<file path="src/rtl/atm_session_engine.sv">
`default_nettype none
// +----------------------------------------------------------------------------+
// | Module   : atm_session_engine                                              |
// | Brief    : Multi-operation ATM session controller with on-chip account     |
// |            store, PIN lockout, idle timeout and per-session withdraw cap.  |
// | Revision : 1.0  initial release                                            |
// +----------------------------------------------------------------------------+
module atm_session_engine #(
    parameter int               NUM_ACCTS   = 16,
    parameter int               BAL_W       = 32,
    parameter int               PIN_W       = 16,
    parameter int               MAX_TRIES   = 3,
    parameter int               TIMEOUT_CYC = 1024,
    parameter logic [BAL_W-1:0] WD_LIMIT    = 50000,
    parameter logic [BAL_W-1:0] INIT_BAL    = '0,
    parameter logic [PIN_W-1:0] INIT_PIN    = '0,
    localparam int              AW          = (NUM_ACCTS > 1) ? $clog2(NUM_ACCTS) : 1
) (
    input  logic             clk,
    input  logic             rst,
    input  logic             login_valid,
    output logic             login_ready,
    input  logic [AW-1:0]    acc_num,
    input  logic [PIN_W-1:0] pin,
    input  logic             op_valid,
    output logic             op_ready,
    input  logic [2:0]       op,
    input  logic [BAL_W-1:0] amount,
    input  logic [PIN_W-1:0] new_pin,
    input  logic             cfg_we,
    input  logic [AW-1:0]    cfg_idx,
    input  logic [BAL_W-1:0] cfg_bal,
    input  logic [PIN_W-1:0] cfg_pin,
    output logic             resp_valid,
    output logic [2:0]       resp_code,
    output logic [BAL_W-1:0] balance,
    output logic [2:0]       state
);

    localparam int c_FW = $clog2(MAX_TRIES + 1);
    localparam int c_TW = $clog2(TIMEOUT_CYC + 1);
    localparam logic [c_FW-1:0] c_MAX_TRIES = c_FW'(MAX_TRIES);
    localparam logic [c_TW-1:0] c_TIMEOUT   = c_TW'(TIMEOUT_CYC);
    localparam logic [AW:0]     c_NUM_ACCTS = (AW+1)'(NUM_ACCTS);

    localparam logic [2:0] c_S_WAIT = 3'd0;
    localparam logic [2:0] c_S_AUTH = 3'd1;
    localparam logic [2:0] c_S_MENU = 3'd2;
    localparam logic [2:0] c_S_EXEC = 3'd3;
    localparam logic [2:0] c_S_RESP = 3'd4;

    localparam logic [2:0] c_OP_BAL    = 3'd0;
    localparam logic [2:0] c_OP_WD     = 3'd1;
    localparam logic [2:0] c_OP_DEP    = 3'd2;
    localparam logic [2:0] c_OP_CHGPIN = 3'd3;
    localparam logic [2:0] c_OP_LOGOUT = 3'd4;

    localparam logic [2:0] c_R_OK      = 3'd0;
    localparam logic [2:0] c_R_BAD_PIN = 3'd1;
    localparam logic [2:0] c_R_LOCKED  = 3'd2;
    localparam logic [2:0] c_R_NO_ACCT = 3'd3;
    localparam logic [2:0] c_R_INSUFF  = 3'd4;
    localparam logic [2:0] c_R_OVF     = 3'd5;
    localparam logic [2:0] c_R_LIMIT   = 3'd6;
    localparam logic [2:0] c_R_TIMEOUT = 3'd7;

    logic [BAL_W-1:0]     r_bal   [NUM_ACCTS];
    logic [PIN_W-1:0]     r_pin   [NUM_ACCTS];
    logic [c_FW-1:0]      r_fails [NUM_ACCTS];
    logic [NUM_ACCTS-1:0] r_lock;

    logic [2:0]       r_state, w_state_nxt;
    logic [AW-1:0]    r_acc;
    logic             r_acc_ok, r_snap_match, r_snap_lock;
    logic [c_FW-1:0]  r_snap_fails;
    logic [2:0]       r_op;
    logic [BAL_W-1:0] r_amt, r_total, r_balance;
    logic [PIN_W-1:0] r_new_pin;
    logic [2:0]       r_resp_code;
    logic             r_to_menu;
    logic [c_TW-1:0]  r_timer;

    logic             w_login_hs, w_op_hs, w_timeout, w_login_acc_ok, w_cfg_acc_ok;
    logic [2:0]       w_auth_code, w_ex_code;
    logic [c_FW-1:0]  w_fail_inc;
    logic [BAL_W-1:0] w_cur_bal, w_ex_bal, w_ex_total;
    logic [BAL_W:0]   w_wd_sum, w_dep_sum;
    logic             w_ex_wr_bal, w_ex_wr_pin, w_ex_logout;

    assign w_timeout   = (r_state == c_S_MENU) && (r_timer == c_TIMEOUT);
    assign login_ready = (r_state == c_S_WAIT);
    assign op_ready    = (r_state == c_S_MENU) && !w_timeout;
    assign w_login_hs  = login_valid & login_ready;
    assign w_op_hs     = op_valid & op_ready;
    assign resp_valid  = (r_state == c_S_RESP);
    assign resp_code   = r_resp_code;
    assign balance     = r_balance;
    assign state       = r_state;

    assign w_login_acc_ok = ({1'b0, acc_num} < c_NUM_ACCTS);
    assign w_cfg_acc_ok   = ({1'b0, cfg_idx} < c_NUM_ACCTS);
    assign w_fail_inc     = r_snap_fails + 1'b1;
    assign w_cur_bal      = r_bal[r_acc];
    assign w_wd_sum       = {1'b0, r_total} + {1'b0, r_amt};
    assign w_dep_sum      = {1'b0, w_cur_bal} + {1'b0, r_amt};

    always_ff @(posedge clk or negedge rst) begin
        if (!rst) r_state <= c_S_WAIT;
        else      r_state <= w_state_nxt;
    end

    always_comb begin
        w_state_nxt = r_state;
        case (r_state)
            c_S_WAIT: if (w_login_hs) w_state_nxt = c_S_AUTH;
            c_S_AUTH: w_state_nxt = c_S_RESP;
            c_S_MENU: begin
                if (w_timeout)    w_state_nxt = c_S_RESP;
                else if (w_op_hs) w_state_nxt = c_S_EXEC;
            end
            c_S_EXEC: w_state_nxt = c_S_RESP;
            c_S_RESP: w_state_nxt = r_to_menu ? c_S_MENU : c_S_WAIT;
            default:  w_state_nxt = c_S_WAIT;
        endcase
    end

    // Login verdict comes from account data snapshotted at the handshake edge.
    always_comb begin
        w_auth_code = c_R_OK;
        if (!r_acc_ok)         w_auth_code = c_R_NO_ACCT;
        else if (r_snap_lock)  w_auth_code = c_R_LOCKED;
        else if (!r_snap_match) w_auth_code = c_R_BAD_PIN;
    end

    always_comb begin
        w_ex_code   = c_R_OK;
        w_ex_bal    = w_cur_bal;
        w_ex_total  = r_total;
        w_ex_wr_bal = 1'b0;
        w_ex_wr_pin = 1'b0;
        w_ex_logout = 1'b0;
        case (r_op)
            c_OP_BAL: ;
            c_OP_WD: begin
                if (w_wd_sum > {1'b0, WD_LIMIT}) w_ex_code = c_R_LIMIT;
                else if (r_amt > w_cur_bal)      w_ex_code = c_R_INSUFF;
                else begin
                    w_ex_bal    = w_cur_bal - r_amt;
                    w_ex_total  = w_wd_sum[BAL_W-1:0];
                    w_ex_wr_bal = 1'b1;
                end
            end
            c_OP_DEP: begin
                if (w_dep_sum[BAL_W]) w_ex_code = c_R_OVF;
                else begin
                    w_ex_bal    = w_dep_sum[BAL_W-1:0];
                    w_ex_wr_bal = 1'b1;
                end
            end
            c_OP_CHGPIN: w_ex_wr_pin = 1'b1;
            c_OP_LOGOUT: w_ex_logout = 1'b1;
            default:     w_ex_code   = c_R_OVF;
        endcase
    end

    always_ff @(posedge clk or negedge rst) begin
        if (!rst) begin
            for (int i = 0; i < NUM_ACCTS; i++) begin
                r_bal[i]   <= INIT_BAL;
                r_pin[i]   <= INIT_PIN;
                r_fails[i] <= '0;
            end
            r_lock       <= '0;
            r_acc        <= '0;
            r_acc_ok     <= 1'b0;
            r_snap_match <= 1'b0;
            r_snap_lock  <= 1'b0;
            r_snap_fails <= '0;
            r_op         <= '0;
            r_amt        <= '0;
            r_new_pin    <= '0;
            r_total      <= '0;
            r_balance    <= '0;
            r_resp_code  <= '0;
            r_to_menu    <= 1'b0;
        end else begin
            case (r_state)
                c_S_WAIT: begin
                    if (w_login_hs) begin
                        r_acc        <= acc_num;
                        r_acc_ok     <= w_login_acc_ok;
                        r_snap_match <= w_login_acc_ok && (pin == r_pin[acc_num]);
                        r_snap_lock  <= w_login_acc_ok && r_lock[acc_num];
                        r_snap_fails <= w_login_acc_ok ? r_fails[acc_num] : '0;
                    end
                    if (cfg_we && w_cfg_acc_ok) begin
                        r_bal[cfg_idx]   <= cfg_bal;
                        r_pin[cfg_idx]   <= cfg_pin;
                        r_fails[cfg_idx] <= '0;
                        r_lock[cfg_idx]  <= 1'b0;
                    end
                end
                c_S_AUTH: begin
                    r_resp_code <= w_auth_code;
                    r_to_menu   <= 1'b0;
                    r_balance   <= '0;
                    case (w_auth_code)
                        c_R_OK: begin
                            r_fails[r_acc] <= '0;
                            r_total        <= '0;
                            r_to_menu      <= 1'b1;
                            r_balance      <= w_cur_bal;
                        end
                        c_R_BAD_PIN: begin
                            r_fails[r_acc] <= w_fail_inc;
                            if (w_fail_inc >= c_MAX_TRIES) r_lock[r_acc] <= 1'b1;
                        end
                        default: ;
                    endcase
                end
                c_S_MENU: begin
                    if (w_timeout) begin
                        r_resp_code <= c_R_TIMEOUT;
                        r_to_menu   <= 1'b0;
                    end else if (w_op_hs) begin
                        r_op      <= op;
                        r_amt     <= amount;
                        r_new_pin <= new_pin;
                    end
                end
                c_S_EXEC: begin
                    if (w_ex_wr_bal) r_bal[r_acc] <= w_ex_bal;
                    if (w_ex_wr_pin) r_pin[r_acc] <= r_new_pin;
                    r_total     <= w_ex_total;
                    r_resp_code <= w_ex_code;
                    r_balance   <= w_ex_bal;
                    r_to_menu   <= !w_ex_logout;
                end
                c_S_RESP: begin
                    if (!r_to_menu) r_balance <= '0;
                end
                default: ;
            endcase
        end
    end

    // Idle timer saturates at the timeout value; leaving MENU or any accepted op clears it.
    always_ff @(posedge clk or negedge rst) begin
        if (!rst)                                r_timer <= '0;
        else if (r_state != c_S_MENU || w_op_hs) r_timer <= '0;
        else if (!w_timeout)                     r_timer <= r_timer + 1'b1;
    end

endmodule
`default_nettype wire

</file>
<file path="config.mk">
export PLATFORM = sky130hd
export DESIGN_NAME = atm_session_engine
export DESIGN_NICKNAME = d
export VERILOG_FILES = /design/src/rtl/atm_session_engine.sv
export SDC_FILE = /design/constraint.sdc
export NUM_CORES = 2
export LEC_CHECK = 0
export ABC_AREA = 1
export CORE_UTILIZATION = 25
export CTS_CLUSTER_DIAMETER = 120
export DETAILED_ROUTE_END_ITERATION = 7
export SLEW_MARGIN = 15
export SYNTH_ARGS = -nofsm -noshare
export SYNTH_HDL_FRONTEND = slang
export SYNTH_SLANG_ARGS = --single-unit
</file>
<file path="constraint.sdc">
create_clock -name clk -period 11.8 [get_ports clk]
set_input_delay 1.77 -clock clk [delete_from_list [all_inputs] [get_ports clk]]
set_output_delay 1.77 -clock clk [all_outputs]
set_load 0.1 [all_outputs]
</file>
==> impl_metrics.json <==
{
  "status": "finished, final reports clean",
  "num_rows": 183,
  "post_cts_resized": 0,
  "yosysTopAreaCell": "dfrtp_1",
  "io_pins": 169,
  "die-area_sq_mm": 0.2535,
  "cts_tree": "done",
  "synth_fp_nets": 9749,
  "synth_cell_types": 54,
  "cp.required_ns": 12.47,
  "initial_core_util_pct": 25.21,
  "fp.coreArea_sq_mm": 0.2493,
  "drc": 0,
  "num_vias": 65940,
  "synth_edf_count": 0,
  "port_buffers": 168,
  "wl_met1_microns": 113600,
  "wl_met3_microns": 35210,
  "routedWlPerCell_microns": 22.09,
  "dr_wl_met2_microns": 117600,
  "fill_cells": 27520,
  "drv_slew": 0,
  "fmax_mhz": 113.2,
  "slew-limit-headroom_pct": 12.38,
  "fin_util_pct": 28.70,
  "synth_flop_cell": "dfrtp_1",
  "netlist.area_leader.share_pct": 38.13,
  "nets": 9578,
  "tightestPinTransition_ns": 1.301,
  "synth_cells": 9519,
  "die_h_microns": 503.5,
  "clkTransAtPathRegs_ns": 0.06,
  "drtAntennaViolNets": 0,
  "hp-class": "reg -> reg",
  "syn_to_final_growth_pct": 13.82,
  "p_per_area_mw_per_mm2": 308.3,
  "grt_pass1_vias": 60790,
  "cts_hold_buffers": 0,
  "top_layer": "met5",
  "syn_area_sq_mm": 0.06287,
  "end_kind": "register",
  "irDropWorstVdd_mv": 0.2162,
  "synth_seq_cells": 958,
  "seq_area_frac_synth_pct": 38.13,
  "hold_violations": 0,
  "final_cells": 12770,
  "skew_ns": 0.08222,
  "critPathSlowestCell": "nand3_4",
  "grt.total_usage_pct": 21.63,
  "setup-tns-final_ns": 0,
  "dp_cells": 12570,
  "grt_first_pass_wirelength_microns": 411200,
  "cts.sinks": 958,
  "cts_buffers": 103,
  "cts_setup_buffers": 0,
  "cpPeakStageDelay_ns": 0.78,
  "grt_overflow": 0,
  "viasPerCell": 5.165,
  "hpwlAfterDp_microns": 176000,
  "async_flop_share_pct": 100.0,
  "period_minus_slack_ns": 8.830,
  "crit_fanout": 55,
  "gp_congestion": 0.9826,
  "cts_root_buf": "clkbuf_16",
  "yosysWarnings": 0,
  "timing_worst_setup_path_type": "reg -> reg",
  "clk_latency_ns": 0.79,
  "worst_ep_arrival_time_ns": 9.50,
  "drt_first_pass_iters": 7,
  "layout_setup_ws_ns": 2.970,
  "dp_worst_setup_slack_ns": 3.384,
  "antenna_found_initial": 12,
  "maxCapViolations": 0,
  "grt_max_degree": 157,
  "synthTopCellsByCount": "nand2_1 (2216), inv_1 (1408), nor2_1 (1295), dfrtp_1 (958), a21oi_1 (805)",
  "rsz0062_at_grt": "false",
  "clockBufferDepth": 3,
  "setup_viol": 0,
  "layout-drive-gt1-share_pct": 5.650,
  "post-route-period-util_pct": 74.83,
  "die-width_microns": 503.5,
  "finalWirelength_microns": 282000,
  "synth.area.top_cells": "dfrtp_1 (38%), nand2_1 (13%), inv_1 (8.4%)",
  "yosysMostFrequentCell": "nand2_1",
  "cp-start-kind": "register",
  "h-tree-depth": 3,
  "synth.avg_cell_area_sq_um": 6.604,
  "p_leak_nw": 36.45,
  "drtIter0Drc": 8942
}
registers in the layout, indices dropped and copies added (netlist names), 2 cells and up:
signal        cells
r_fails          32
balance          32
r_acc             4
r_bal           512
state             3
r_snap_fails      2
r_timer          11
r_pin           256
r_new_pin        16
r_lock           16
r_total          32
r_amt            32
r_op              3
resp_code         3
worst max-delay path, delay by kind of cell (launching register included):
family | cells | cell delay, ns
buffers and inverters | 11 | 3.88
adders and majority gates | 1 | 0.40
AOI/OAI and AO/OA | 5 | 0.98
and+or+nand+nor | 12 | 2.82
DFF | 1 | 0.45
routing by layer:
| layer | track usage, % | vias to the layer above |
|---|---|---|
| met5 | 0 | - |
| met4 | 10.82 | 4 |
| met3 | 5.427 | 762 |
| met2 | 31.65 | 4079 |
| met1 | 29.33 | 31080 |
| li1 | - | 30010 |
placed cells by master, fill, tap and decap left out, drive strengths merged, types with 99 or more instances in the layout:
cell type / synthesis / layout
buf: 153 / 181
ha: 99 / 99
nand3: 681 / 681
inv: 1417 / 1417
dfrtp: 958 / 958
o21ai: 549 / 549
clkdlybuf4s50: 0 / 163
nand2: 2218 / 2218
clkbuf: 467 / 148
o22ai: 365 / 365
a21oi: 807 / 807
nor2: 1300 / 1300
metrics by stage:
| step | hold WS (ns) | instance area (sq um) | total power [mW] |
|---|---|---|---|
| 2_1_floorplan | 0.4345 | 62870 | 13.19 |
| 3_3_place_gp | 0.4496 | 67900 | 18.00 |
| 3_5_place_dp | 0.4555 | 67900 | 17.96 |
| 4_1_cts | 0.4713 | 71550 | 21.58 |
| 5_1_grt | 0.4941 | 71550 | 23.16 |
| 6_report | 0.4662 | 71560 | 22.06 |
cell families (layout without fill, tap and decap cells):
group                    Yosys count  in the layout  share of synthesized area, %
other                              0              3                             0
XOR/XNOR                          56             56                        0.7802
flip-flops                       958            958                         38.13
adder cells (fa/ha/maj)          102            102                         2.066
AND/OR/NAND/NOR                 4355           4355                         28.36
multiplexers                      71             71                         1.270
AO/OA/AOI/OAI                   1929           1929                         16.87
buffers and inverters           2048           1963                         12.52
report_power, final:
group          internal (mW)  switching, mW
registers               4.56          0.649
clock network           2.03           1.56
logic                   3.26           10.0
total                   9.85           12.2
cell type report:
class / instances / area (sq um) / area share, %
tap: 3330 / 4167 / 5.823
multi-input combinational: 6513 / 31350 / 43.81
antenna: 3 / 7.507 / 0.01049
inverter: 1428 / 5373 / 7.508
timing repair buffer: 344 / 3035 / 4.242
clock buffer: 148 / 3109 / 4.345
clock inverter: 43 / 544.3 / 0.7606
sequential: 958 / 23970 / 33.50
worst paths after layout:
path | start | to | slack (ns) | cells past startpoint
worst min register to register | r_acc_ok$_DFFE_PN0P_ | r_acc_ok$_DFFE_PN0P_ | 0.47 | 2
worst max-delay path | r_acc[0]$_DFFE_PN0P_ | r_bal[156]$_DFFE_PN0P_ | 2.97 | 29
min in group asynchronous | rst | r_pin[3]$_DFFE_PN0P_ | 1.04 | 1
worst max register to register | r_acc[0]$_DFFE_PN0P_ | r_bal[156]$_DFFE_PN0P_ | 2.97 | 29
max in group asynchronous | rst | r_bal[420]$_DFFE_PN0P_ | 8.37 | 3
worst min-delay path | r_acc_ok$_DFFE_PN0P_ | r_acc_ok$_DFFE_PN0P_ | 0.47 | 2
(Power assumes the default switching activity.)
